<file path="config.mk">
export PLATFORM = sky130hd
export DESIGN_NAME = mem_arbiter
export DESIGN_NICKNAME = d
export VERILOG_FILES = /design/src/rtl/mem_arb_pkg.sv /design/src/rtl/arb_rr2.sv /design/src/rtl/mem_arbiter.sv
export SDC_FILE = /design/constraint.sdc
export NUM_CORES = 1
export LEC_CHECK = 0
export CAP_MARGIN = 20
export CORE_AREA = 8 8 171 92
export DETAILED_ROUTE_END_ITERATION = 8
export DIE_AREA = 0 0 179 100
export GPL_ROUTABILITY_DRIVEN = 0
export HOLD_SLACK_MARGIN = 0.06
export PLACE_DENSITY_LB_ADDON = 0.25
export SETUP_SLACK_MARGIN = 0.2
export SLEW_MARGIN = 10
export SYNTH_ARGS = -nofsm -noshare
export SYNTH_HDL_FRONTEND = slang
export SYNTH_SLANG_ARGS = --single-unit
</file>
<file path="constraint.sdc">
create_clock -name i_clk -period 3.05 [get_ports i_clk]
set_clock_uncertainty 0.15 [all_clocks]
set_input_delay 0.915 -clock i_clk [delete_from_list [all_inputs] [get_ports i_clk]]
set_output_delay 0.915 -clock i_clk [all_outputs]
set_load 0.1 [all_outputs]
</file>
<file path="src/rtl/mem_arb_pkg.sv">
// Shared types and constants for the two-master data-memory arbiter.
package mem_arb_pkg;

  localparam int ARB_AW = 12;
  localparam int ARB_DW = 32;

  typedef enum logic [1:0] {
    ST_IDLE = 2'd0,
    ST_BUSY = 2'd1,
    ST_DONE = 2'd2
  } state_t;

  localparam logic M0 = 1'b0;
  localparam logic M1 = 1'b1;

  // Payload latched from the winning master and presented to the slave.
  typedef struct packed {
    logic                  we;
    logic [ARB_AW-1:0]     addr;
    logic [ARB_DW-1:0]     wdata;
    logic [ARB_DW/8-1:0]   bmask;
  } arb_req_t;

endpackage

</file>
<file path="src/rtl/arb_rr2.sv">
// Combinational two-way round-robin picker: on a tie the master that did not
// win last time is chosen.
module arb_rr2
  import mem_arb_pkg::*;
(
  input  logic [1:0] req,
  input  logic       last,
  output logic       valid,
  output logic       winner
);

  always_comb begin
    valid  = |req;
    winner = M0;
    if (req == 2'b11) begin
      winner = ~last;
    end else if (req[1]) begin
      winner = M1;
    end
  end

endmodule

</file>
<file path="src/rtl/mem_arbiter.sv">
// Serialises data-memory accesses from the core (m0) and the loader/debug
// port (m1) onto one req/ack slave, aborting stalled accesses by timeout.
module mem_arbiter
  import mem_arb_pkg::*;
#(
  parameter int AW      = ARB_AW,
  parameter int DW      = ARB_DW,
  parameter int TIMEOUT = 16
) (
  input  logic          i_clk,
  input  logic          i_reset,
  input  logic          i_m0_req,
  input  logic          i_m1_req,
  input  logic          i_m0_we,
  input  logic          i_m1_we,
  input  logic [AW-1:0] i_m0_addr,
  input  logic [AW-1:0] i_m1_addr,
  input  logic [DW-1:0] i_m0_wdata,
  input  logic [DW-1:0] i_m1_wdata,
  input  logic [DW/8-1:0] i_m0_bmask,
  input  logic [DW/8-1:0] i_m1_bmask,
  output logic          o_m0_gnt,
  output logic          o_m1_gnt,
  output logic          o_m0_done,
  output logic          o_m1_done,
  output logic          o_m0_err,
  output logic          o_m1_err,
  output logic [DW-1:0] o_m0_rdata,
  output logic [DW-1:0] o_m1_rdata,
  output logic          o_s_req,
  output logic          o_s_we,
  output logic [AW-1:0] o_s_addr,
  output logic [DW-1:0] o_s_wdata,
  output logic [DW/8-1:0] o_s_bmask,
  input  logic          i_s_ack,
  input  logic [DW-1:0] i_s_rdata
);

  localparam int TW = $clog2(TIMEOUT);
  localparam logic [TW-1:0] TIMER_LAST = TW'(TIMEOUT - 1);

  state_t        state;
  logic          own;
  logic          last;
  logic [TW-1:0] timer;
  logic          err_q;
  logic [1:0]    gnt_q;
  arb_req_t      pay;
  logic [DW-1:0] rdata0;
  logic [DW-1:0] rdata1;
  logic          pick_valid;
  logic          pick_id;

  arb_rr2 u_pick (
    .req    ({i_m1_req, i_m0_req}),
    .last   (last),
    .valid  (pick_valid),
    .winner (pick_id)
  );

  // Ack is checked before the timer so a late ack on the final cycle still
  // completes cleanly instead of reporting an error.
  always_ff @(posedge i_clk or negedge i_reset) begin
    if (!i_reset) begin
      state  <= ST_IDLE;
      own    <= M0;
      last   <= M1;
      timer  <= '0;
      err_q  <= 1'b0;
      gnt_q  <= '0;
      pay    <= '0;
      rdata0 <= '0;
      rdata1 <= '0;
    end else begin
      gnt_q <= '0;
      case (state)
        ST_IDLE: begin
          if (pick_valid) begin
            state          <= ST_BUSY;
            own            <= pick_id;
            last           <= pick_id;
            timer          <= '0;
            gnt_q[pick_id] <= 1'b1;
            if (pick_id == M1) begin
              pay.we    <= i_m1_we;
              pay.addr  <= i_m1_addr;
              pay.wdata <= i_m1_wdata;
              pay.bmask <= i_m1_bmask;
            end else begin
              pay.we    <= i_m0_we;
              pay.addr  <= i_m0_addr;
              pay.wdata <= i_m0_wdata;
              pay.bmask <= i_m0_bmask;
            end
          end
        end
        ST_BUSY: begin
          if (i_s_ack) begin
            err_q <= 1'b0;
            state <= ST_DONE;
            if (!pay.we) begin
              if (own == M1) begin
                rdata1 <= i_s_rdata;
              end else begin
                rdata0 <= i_s_rdata;
              end
            end
          end else if (timer == TIMER_LAST) begin
            err_q <= 1'b1;
            state <= ST_DONE;
          end else begin
            timer <= timer + 1'b1;
          end
        end
        ST_DONE: state <= ST_IDLE;
        default: state <= ST_IDLE;
      endcase
    end
  end

  assign o_m0_gnt   = gnt_q[0];
  assign o_m1_gnt   = gnt_q[1];
  assign o_m0_done  = (state == ST_DONE) && (own == M0);
  assign o_m1_done  = (state == ST_DONE) && (own == M1);
  assign o_m0_err   = o_m0_done && err_q;
  assign o_m1_err   = o_m1_done && err_q;
  assign o_m0_rdata = rdata0;
  assign o_m1_rdata = rdata1;
  assign o_s_req    = (state == ST_BUSY);
  assign o_s_we     = pay.we;
  assign o_s_addr   = pay.addr;
  assign o_s_wdata  = pay.wdata;
  assign o_s_bmask  = pay.bmask;

endmodule

</file>
==> flow_metrics.tcl, run 1 <==
set metrics [dict create \
    vias_per_cell 5.06 \
    antennaDiodeCount 0 \
    synthSimpleGateAreaFrac_pct 9.26 \
    drt-initial-drc-count 192 \
    synth_top_area_share_pct 59.0 \
    tns_ps 0 \
    cp_max_fo 6 \
    first_pass_iters 4 \
    period_minus_slack_ps 2760 \
    cts_buffers 17 \
    slowest_stage "nor2b_1" \
    fin_crit_sh_pct 90.5 \
    grt_overflow 0 \
    yosysWarnings 0 \
    reg2reg_to "o_m1_rdata[9]$_DFFE_PN0P_" \
    critPathRequiredTime_ps 1980 \
    syn_avg_cell_area_um2 14.8 \
    finalMaxSlewViolations 0 \
    dp_hpwl_mm 11.8 \
    syn-num-nets 489 \
    clock_sinks 124 \
    rsz0062_at_grt "no" \
    yosys.area_share.adder_pct 0.240 \
    cts_setup_buffers 0 \
    crit_path_max_incr_delay_ps 600 \
    status "complete, no violations" \
    grt.total_usage_pct 17.5 \
    setup_viol 0 \
    synth_ff_type "dfrtp_1" \
    postCtsHoldBufs 0 \
    crit_start "state[0]$_DFFE_PN0P_" \
    ant_nets 0 \
    grt_pass1_vias 4407 \
    grt_max_degree 54 \
    timing.fmax_ghz 0.362 \
    dieHeight_um 100 \
    final_hold_viol_count 0 \
    antenna_found_initial 0 \
    synthXorXnorAreaFrac_pct 0 \
    yosysSeqAreaShare_pct 59.5 \
    synth_compound_area_share_pct 10.8 \
    synth_top_family_by_area "multiplexers" \
    start_util_pct 39.3 \
    cap_violations 0 \
    min_path_type "in2async" \
    crit_type "reg2out" \
    synth_area_leader_cell "dfrtp_1" \
    reg2reg_setup_slack_ps 540 \
    ioPinCount 255 \
    cts_tree "yes" \
    synth.distinct_cells 34 \
    design.core.area_um2 13300 \
    cts_max_level 4 \
    wire_per_inst_um 20.3 \
    syn_inst 353 \
    tightest_slew_ps 948 \
    ys_ff_latch 124 \
    die_x_um 179 \
    io_buffers 254 \
    cts-root-buf "clkbuf_16" \
    clockBufferDepth 2 \
    clkLatencyLatePin_ps 390 \
    start_kind "flop" \
    layout_commonest_cell "clkdlybuf4s50_1" \
    post_cts_resized 0 \
    end_kind "primary output" \
    fin_nets 741 \
    synthesis.area_um2 5210 \
    grt_pass1_wl_mm 24.9 \
    layout_common_cells "clkdlybuf4s50_1, dfrtp_1, buf_4" \
    synth-async-reset-ratio_pct 100 \
    num_rows 30 \
    area_delta_synth_final_pct 57.0 \
    drc 0 \
    r2r_start "state[0]$_DFFE_PN0P_" \
    final_layout_size_suffix_gt1_share_pct 36.7 \
    dr_total_vias 4020 \
    arrival_ps 1700 \
    crit_chain "nor2b_1 > buf_12" \
    synthTopCellsByArea "dfrtp_1, a221o_1, mux2_4" \
    dieArea_um2 17900 \
    reg2regPathDepth 3 \
    muxShareOfSynthArea_pct 16.2 \
    critical_path.endpoint "o_s_req" \
    wl_mm 16.1 \
    maxSlewHeadroom_pct 36.8 \
    synth_edf_count 0 \
    clk_pin_slew_ps 60 \
]
[worst min path at each step]
stage | startpoint | to | slack (ps) | depth (start not counted)
detailed placement | o_m1_rdata[10]$_DFFE_PN0P_ | o_m1_rdata[10]$_DFFE_PN0P_ | 340 | 1
global placement | o_m1_rdata[10]$_DFFE_PN0P_ | o_m1_rdata[10]$_DFFE_PN0P_ | 330 | 1
global route | i_reset | o_s_wdata[25]$_DFFE_PN0P_ | 280 | 1
CTS | i_reset | o_s_wdata[25]$_DFFE_PN0P_ | 280 | 1
floorplan | timer[0]$_DFFE_PN0P_ | timer[0]$_DFFE_PN0P_ | 320 | 1
finish | i_reset | o_s_wdata[25]$_DFFE_PN0P_ | 270 | 1
[final cells by class]
type | count | area (um^2)
fill | 1049 | 5070
sequential | 124 | 3100
timing repair buffer | 262 | 2390
multi-input combinational | 200 | 1940
clock buffer | 20 | 437
tap | 176 | 220
clock inverter | 12 | 100
[cell families after synthesis]
kind of cell | after synthesis
multiplexers | 65
buffers and inverters | 29
flip-flops | 124
adder cells (fa/ha/maj) | 1
AO/OA/AOI/OAI | 60
AND/OR/NAND/NOR | 74
[layer usage]
metal  vias to the layer above  wire length (um)  track usage [%]
met5                         -                 0                0
met4                         0               160             4.99
met3                        10              1080             5.02
met2                       135              7920             29.0
met1                      2014              6960             22.0
li1                       1861                 -                -
[registers in the layout (all words and copies together), names as in the netlist]
| signal | cells |
|---|---|
| o_s_we | 1 |
| o_m0_rdata | 32 |
| gnt_q | 2 |
| o_s_addr | 12 |
| own | 1 |
| state | 2 |
| timer | 4 |
| o_s_bmask | 4 |
| o_m1_rdata | 32 |
| last | 1 |
| o_s_wdata | 32 |
| err_q | 1 |
[Yosys cell counts (3+ instances only)]
library cell	n
dfrtp_1	123
mux2_4	30
a221o_1	49
buf_2	10
buf_6	5
buf_12	3
nor2_1	3
a21oi_1	4
mux2_1	8
and3_1	53
mux2_2	26
clkbuf_1	11
and2_1	3
[per-stage QoR]
step / hold WS (ps) / cells / setup slack [ps] / util [%] / area, um^2
2_1_floorplan: 321 / 353 / 176 / - / 5230
3_3_place_gp: 328 / 762 / 189 / 57.7 / 7650
3_5_place_dp: 336 / 762 / 130 / 57.7 / 7650
4_1_cts: 277 / 794 / 286 / 61.8 / 8180
5_1_grt: 278 / 794 / 223 / 61.8 / 8180
6_report: 271 / 794 / 289 / 61.8 / 8180
[critical path, delay by kind of cell (launching register included)]
kind,cells,cell delay [ps]
AND/OR/NAND/NOR,1,600
flip-flops,1,450
buffers and inverters,1,260
Power of run 1 is not shown: default switching activity piles up to over one toggle a cycle in this logic, so the estimate is an artifact.
==> run 2, diff against run 1 <==
Settings changed: ABC_AREA from default to 0, CORE_AREA 8 8 171 92 to 8 8 163 88, DIE_AREA 0 0 179 100 to 0 0 171 96.
==> run 2 against run 1 <==
Worst hold slack better by 76 ps. Critical endpoint is now o_m0_err. Core utilization up 6.0 points. Non-clock buffer count unchanged. Highest routed layer unchanged. Register-to-register slack better by 240 ps. Flip-flop and latch count unchanged. Cell count down 0.88%. Die area down 8.3%. Largest cell class unchanged. First-iteration DRC count up 30%. Sequential share of layout area down 0.33 points. Fmax up 5.0%. Setup slack better by 130 ps.
==> flow_metrics.tcl, run 2 (synthesis results as in run 1) <==
set metrics [dict create \
    status "complete, no violations" \
    critical_path.endpoint "o_m0_err" \
    cts-root-buf "clkbuf_16" \
    cap_violations 0 \
    ff_latch_area_um2 3100 \
    crit_type "reg2out" \
    critPathRequiredTime_ps 1980 \
    min_from "o_m1_rdata[4]$_DFFE_PN0P_" \
    fin_crit_sh_pct 86.2 \
    drc 0 \
    dieArea_um2 16400 \
    setup_viol 0 \
    clockBufferDepth 2 \
    grt_pass1_wl_mm 25.0 \
    ioPinCount 255 \
    final_hold_viol_count 0 \
    multi_input_area_um2 1940 \
    wl_mm 16.4 \
    rsz0062_at_grt "no" \
    period_minus_slack_ps 2630 \
    grt_max_degree 60 \
    cp_max_fo 5 \
    io_buffers 254 \
    ant_nets 0 \
    arrival_ps 1560 \
    grt_overflow 0 \
    reg2reg_setup_slack_ps 780 \
    tns_ps 0 \
    cts_buffers 17 \
    finalMaxSlewViolations 0 \
    die_x_um 171 \
    dr_total_vias 4111 \
    cts_max_level 4 \
    crit_chain "nor3b_4 > and2_4 > buf_4" \
    start_util_pct 42.8 \
    num_rows 29 \
    min_path_type "reg2reg" \
    grt_pass1_vias 4466 \
    r2r_start "state[0]$_DFFE_PN0P_" \
    vias_per_cell 5.22 \
    dp_hpwl_mm 12.1 \
    clock_sinks 124 \
    final_layout_size_suffix_gt1_share_pct 37.3 \
    reg2regPathDepth 3 \
    fillers 889 \
    area_delta_synth_final_pct 58.4 \
    antenna_found_initial 0 \
    maxSlewHeadroom_pct 35.7 \
    crit_start "own$_DFFE_PN0P_" \
    end_kind "primary output" \
    first_pass_iters 4 \
    layout_commonest_cell "clkdlybuf4s50_1" \
    clk_pin_slew_ps 60 \
    fin_nets 741 \
    grt.total_usage_pct 19.8 \
    start_kind "flop" \
    cts_tree "yes" \
    wire_per_inst_um 20.9 \
    dieHeight_um 96 \
    layout_common_cells "clkdlybuf4s50_1, buf_4, dfrtp_1" \
    drt-initial-drc-count 249 \
    tightest_slew_ps 965 \
    design.core.area_um2 12200 \
    timing.fmax_ghz 0.380 \
    antennaDiodeCount 0 \
    reg2reg_to "o_m1_rdata[5]$_DFFE_PN0P_" \
    crit_path_max_incr_delay_ps 470 \
    slowest_stage "dfrtp_1" \
    clkLatencyLatePin_ps 400 \
]
## run 2: changes by cell type in the layout (fill, tap and decap cells not counted)
cell       change
bufinv_16      +4
buf_12         -3
clkbuf_8       +1
clkinv_2       -5
clkinv_4       -1
buf_4          +3
nor2b_2        +1
clkbuf_1       -3
nor2b_1        -1
inv_6          +3
## run 2: repair_timing
| item | in CTS | in global routing |
|---|---|---|
| hold buffers | 0 | 0 |
| setup buffers | 0 | 0 |
| setup endpoints to repair | 0 | 1 |
| hold endpoints to repair | 0 | 0 |
| gates resized for setup | 0 | 1 |
## run 2: cell type report
| cell class | instances | area share, % |
|---|---|---|
| Sequential cell | 124 | 37.6 |
| Timing Repair Buffer | 262 | 28.5 |
| Multi-Input combinational cell | 200 | 23.5 |
| Clock buffer | 18 | 5.32 |
| Clock inverter | 13 | 2.58 |
| Tap cell | 170 | 2.58 |
## run 2: per-layer routing
| metal | track usage [%] | vias to the layer above | share of wire (%) |
|---|---|---|---|
| met3 | 7.74 | 14 | 8.1 |
| met4 | 6.11 | 0 | 1.0 |
| li1 | - | 1857 | - |
| met2 | 32.2 | 168 | 48 |
| met5 | 0 | - | 0 |
| met1 | 24.3 | 2072 | 43 |
## run 2: per-stage QoR
stage | hold WS [ps] | instances | utilization (%) | instance area [um^2] | setup WS (ps)
final | 347 | 787 | 67.7 | 8260 | 420
after global routing | 369 | 787 | 67.7 | 8260 | 320
after CTS | 357 | 787 | 67.7 | 8250 | 273
after detailed placement | 337 | 756 | 62.4 | 7600 | 133
after global placement | 327 | 756 | 62.4 | 7600 | 205
after floorplan | 321 | 353 | - | 5230 | 176
## run 2: worst min-delay path by stage
stage	to	slack, ps	depth (start not counted)
global route	o_m1_rdata[12]$_DFFE_PN0P_	370	1
global placement	o_m1_rdata[5]$_DFFE_PN0P_	330	1
detailed placement	o_m1_rdata[6]$_DFFE_PN0P_	340	1
floorplan	timer[0]$_DFFE_PN0P_	320	1
CTS	o_m1_rdata[4]$_DFFE_PN0P_	360	1
finish	o_m1_rdata[4]$_DFFE_PN0P_	350	1
## run 2: critical path: cells and delay by family, from the launching register on
kind          cells  cell delay (ps)
simple gates      2              420
buf+inv           1              280
flops             1              470
Power of run 2 is left out for the same reason.
==> run 3, diff against run 2 <==
Settings changed: ABC_CLOCK_PERIOD_IN_PS from default to 2780, CORE_AREA 8 8 163 88 to 8 8 171 92, DIE_AREA 0 0 171 96 to 0 0 179 100, SYNTH_HIERARCHICAL from default to 1.
Clock period 3.05 ns to 2.78 ns, I/O delays scaled along.
==> run 3 against run 2 <==
Cell count grew 8.5%. Sequential share of layout area decreased by 0.79 points. First-iteration DRC count shrank 33%. Global-route usage is 2.2 points lower. Worst hold slack got worse by 17 ps. Routed wire length is 3.9% lower. Count of clock-buffer cells in the layout stayed put. Flip-flop and latch count is the same. Synthesized area up 2.1%. Die area increased by 9.0%. Design area increased by 2.1%.
==> flow_metrics.tcl, run 3 <==
set metrics [dict create \
    setup_viol 0 \
    period_minus_slack_ps 2520 \
    start_kind "flop" \
    grt_pass1_wl_mm 24.7 \
    reg2reg_to "o_m0_rdata[4]$_DFFE_PN0P_" \
    critical_path.endpoint "o_m0_err" \
    grt_max_degree 125 \
    arrival_ps 1540 \
    crit_type "reg2out" \
    tns_ps 0 \
    reg2regPathDepth 5 \
    clockBufferDepth 2 \
    synth_top_area_share_pct 57.8 \
    timing.fmax_ghz 0.396 \
    cts_tree "yes" \
    design.core.area_um2 13300 \
    yosysSeqAreaShare_pct 58.3 \
    critPathRequiredTime_ps 1800 \
    dieArea_um2 17900 \
    grt.total_usage_pct 17.6 \
    fin_crit_sh_pct 90.7 \
    start_util_pct 40.2 \
    drt-initial-drc-count 166 \
    syn_avg_cell_area_um2 13.2 \
    cap_violations 0 \
    fin_nets 801 \
    final_layout_size_suffix_gt1_share_pct 34.8 \
    yosysMostFrequentCell "dfrtp_1" \
    reg2reg_setup_slack_ps 940 \
    slowest_stage "dfrtp_1" \
    synthesis.area_um2 5320 \
    io_buffers 254 \
    vias_per_cell 4.74 \
    cts_max_level 4 \
    clk_pin_slew_ps 60 \
    rsz0062_at_grt "no" \
    first_pass_iters 6 \
    synth_area_leader_cell "dfrtp_1" \
    grt_overflow 0 \
    synthTopCellsByArea "dfrtp_1, mux2i_1, mux2_4" \
    area_delta_synth_final_pct 58.5 \
    syn_inst 402 \
    maxSlewHeadroom_pct 55.5 \
    tightest_slew_ps 668 \
    wl_mm 15.8 \
    min_path_type "reg2reg" \
    fillers 1035 \
    num_rows 30 \
    synth.distinct_cells 31 \
    post_cts_resized 0 \
    antenna_found_initial 0 \
    crit_start "state[0]$_DFFE_PN0P_" \
    end_kind "primary output" \
    synth_edf_count 0 \
    wire_per_inst_um 18.5 \
    cts_setup_buffers 0 \
    status "complete, no violations" \
    ant_nets 0 \
    cts-root-buf "clkbuf_16" \
    cts_buffers 17 \
    ys_top_cells_by_count "dfrtp_1, nand2_1, mux2i_1" \
    clock_sinks 124 \
    cp_num_buf_inv 1 \
    synth_ff_type "dfrtp_1" \
    layout_commonest_cell "clkdlybuf4s50_1" \
    final_hold_viol_count 0 \
    layout_common_cells "clkdlybuf4s50_1, buf_4, dfrtp_1" \
    r2r_start "state[1]$_DFFE_PN0P_" \
    ioPinCount 255 \
    dieHeight_um 100 \
    finalMaxSlewViolations 0 \
    grt_pass1_vias 4548 \
    die_x_um 179 \
    cp_max_fo 5 \
    dp_hpwl_mm 12.3 \
    dr_total_vias 4045 \
    antennaDiodeCount 0 \
    crit_path_max_incr_delay_ps 410 \
    cp_num_cells 4 \
    postCtsHoldBufs 0 \
    clkLatencyLatePin_ps 390 \
    crit_family "simple AND/OR/NAND/NOR gates" \
    synth-async-reset-ratio_pct 100 \
    yosysWarnings 6 \
    crit_chain "and2b_2 > nand2_1 > nor2_2 > buf_12" \
    drc 0 \
    ys_ff_latch 124 \
    syn-num-nets 538 \
    post-route-util_pct 63.6 \
    whs_ps 330 \
]
## run 3: changes by cell type in the layout (fill, tap and decap cells not counted), moves of 4 or more
cell,change
a221o_1,-49
bufinv_16,-4
and3_1,-49
nand2_1,+57
buf_12,+8
mux2i_1,+50
o21ai_0,+50
clkinv_2,+4
## run 3: metrics by stage
| stage | setup WS, ps | cell area [um^2] | instances |
|---|---|---|---|
| 2_1_floorplan | 356 | 5330 | 402 |
| 3_3_place_gp | 109 | 7870 | 822 |
| 3_5_place_dp | 48.3 | 7870 | 822 |
| 4_1_cts | 232 | 8430 | 854 |
| 5_1_grt | 206 | 8430 | 854 |
| 6_report | 257 | 8430 | 854 |
## run 3: metal layers
metal	up-vias	share of wire, %	global-route usage [%]
li1	1926	-	-
met4	0	0.86	5.18
met3	12	11	7.91
met5	-	0	0
met1	1949	43	22.0
met2	158	46	27.1
## run 3: cells by family after synthesis
logic type | after synthesis | synth area share, %
AO/OA/AOI/OAI | 57 | 5.57
adder cells (fa/ha/maj) | 1 | 0.235
buffers and inverters | 29 | 3.93
flip-flops | 124 | 58.3
multiplexers | 115 | 25.3
AND/OR/NAND/NOR | 76 | 6.68
## run 3: worst min-delay path by stage
| stage | start | to | cells past startpoint |
|---|---|---|---|
| 6_report | o_s_wdata[16]$_DFFE_PN0P_ | o_s_wdata[16]$_DFFE_PN0P_ | 2 |
| 5_1_grt | o_s_wdata[13]$_DFFE_PN0P_ | o_s_wdata[13]$_DFFE_PN0P_ | 2 |
| 4_1_cts | o_s_wdata[10]$_DFFE_PN0P_ | o_s_wdata[10]$_DFFE_PN0P_ | 2 |
| 3_5_place_dp | o_s_wdata[10]$_DFFE_PN0P_ | o_s_wdata[10]$_DFFE_PN0P_ | 2 |
| 3_3_place_gp | o_s_addr[4]$_DFFE_PN0P_ | o_s_addr[4]$_DFFE_PN0P_ | 2 |
| 2_1_floorplan | last$_DFFE_PN1P_ | last$_DFFE_PN1P_ | 2 |
## run 3: worst reg2reg max path, stage by stage (launching register included)
cell and delay [ps]:
dfrtp_1 420, nor2b_1 120, buf_4 170, and4bb_2 320
buf_12 210, mux2_4 330
## run 3: layout make-up
type / count / area, um^2 / share of cell area [%]
sequential: 124 / 3100 / 36.8
timing repair buffer: 270 / 2510 / 29.8
multi-input combinational: 249 / 2030 / 24.0
clock buffer: 18 / 439 / 5.21
tap: 176 / 220 / 2.61
clock inverter: 14 / 121 / 1.44
inverter: 3 / 11.3 / 0.134
Power of run 3 is left out for the same reason.
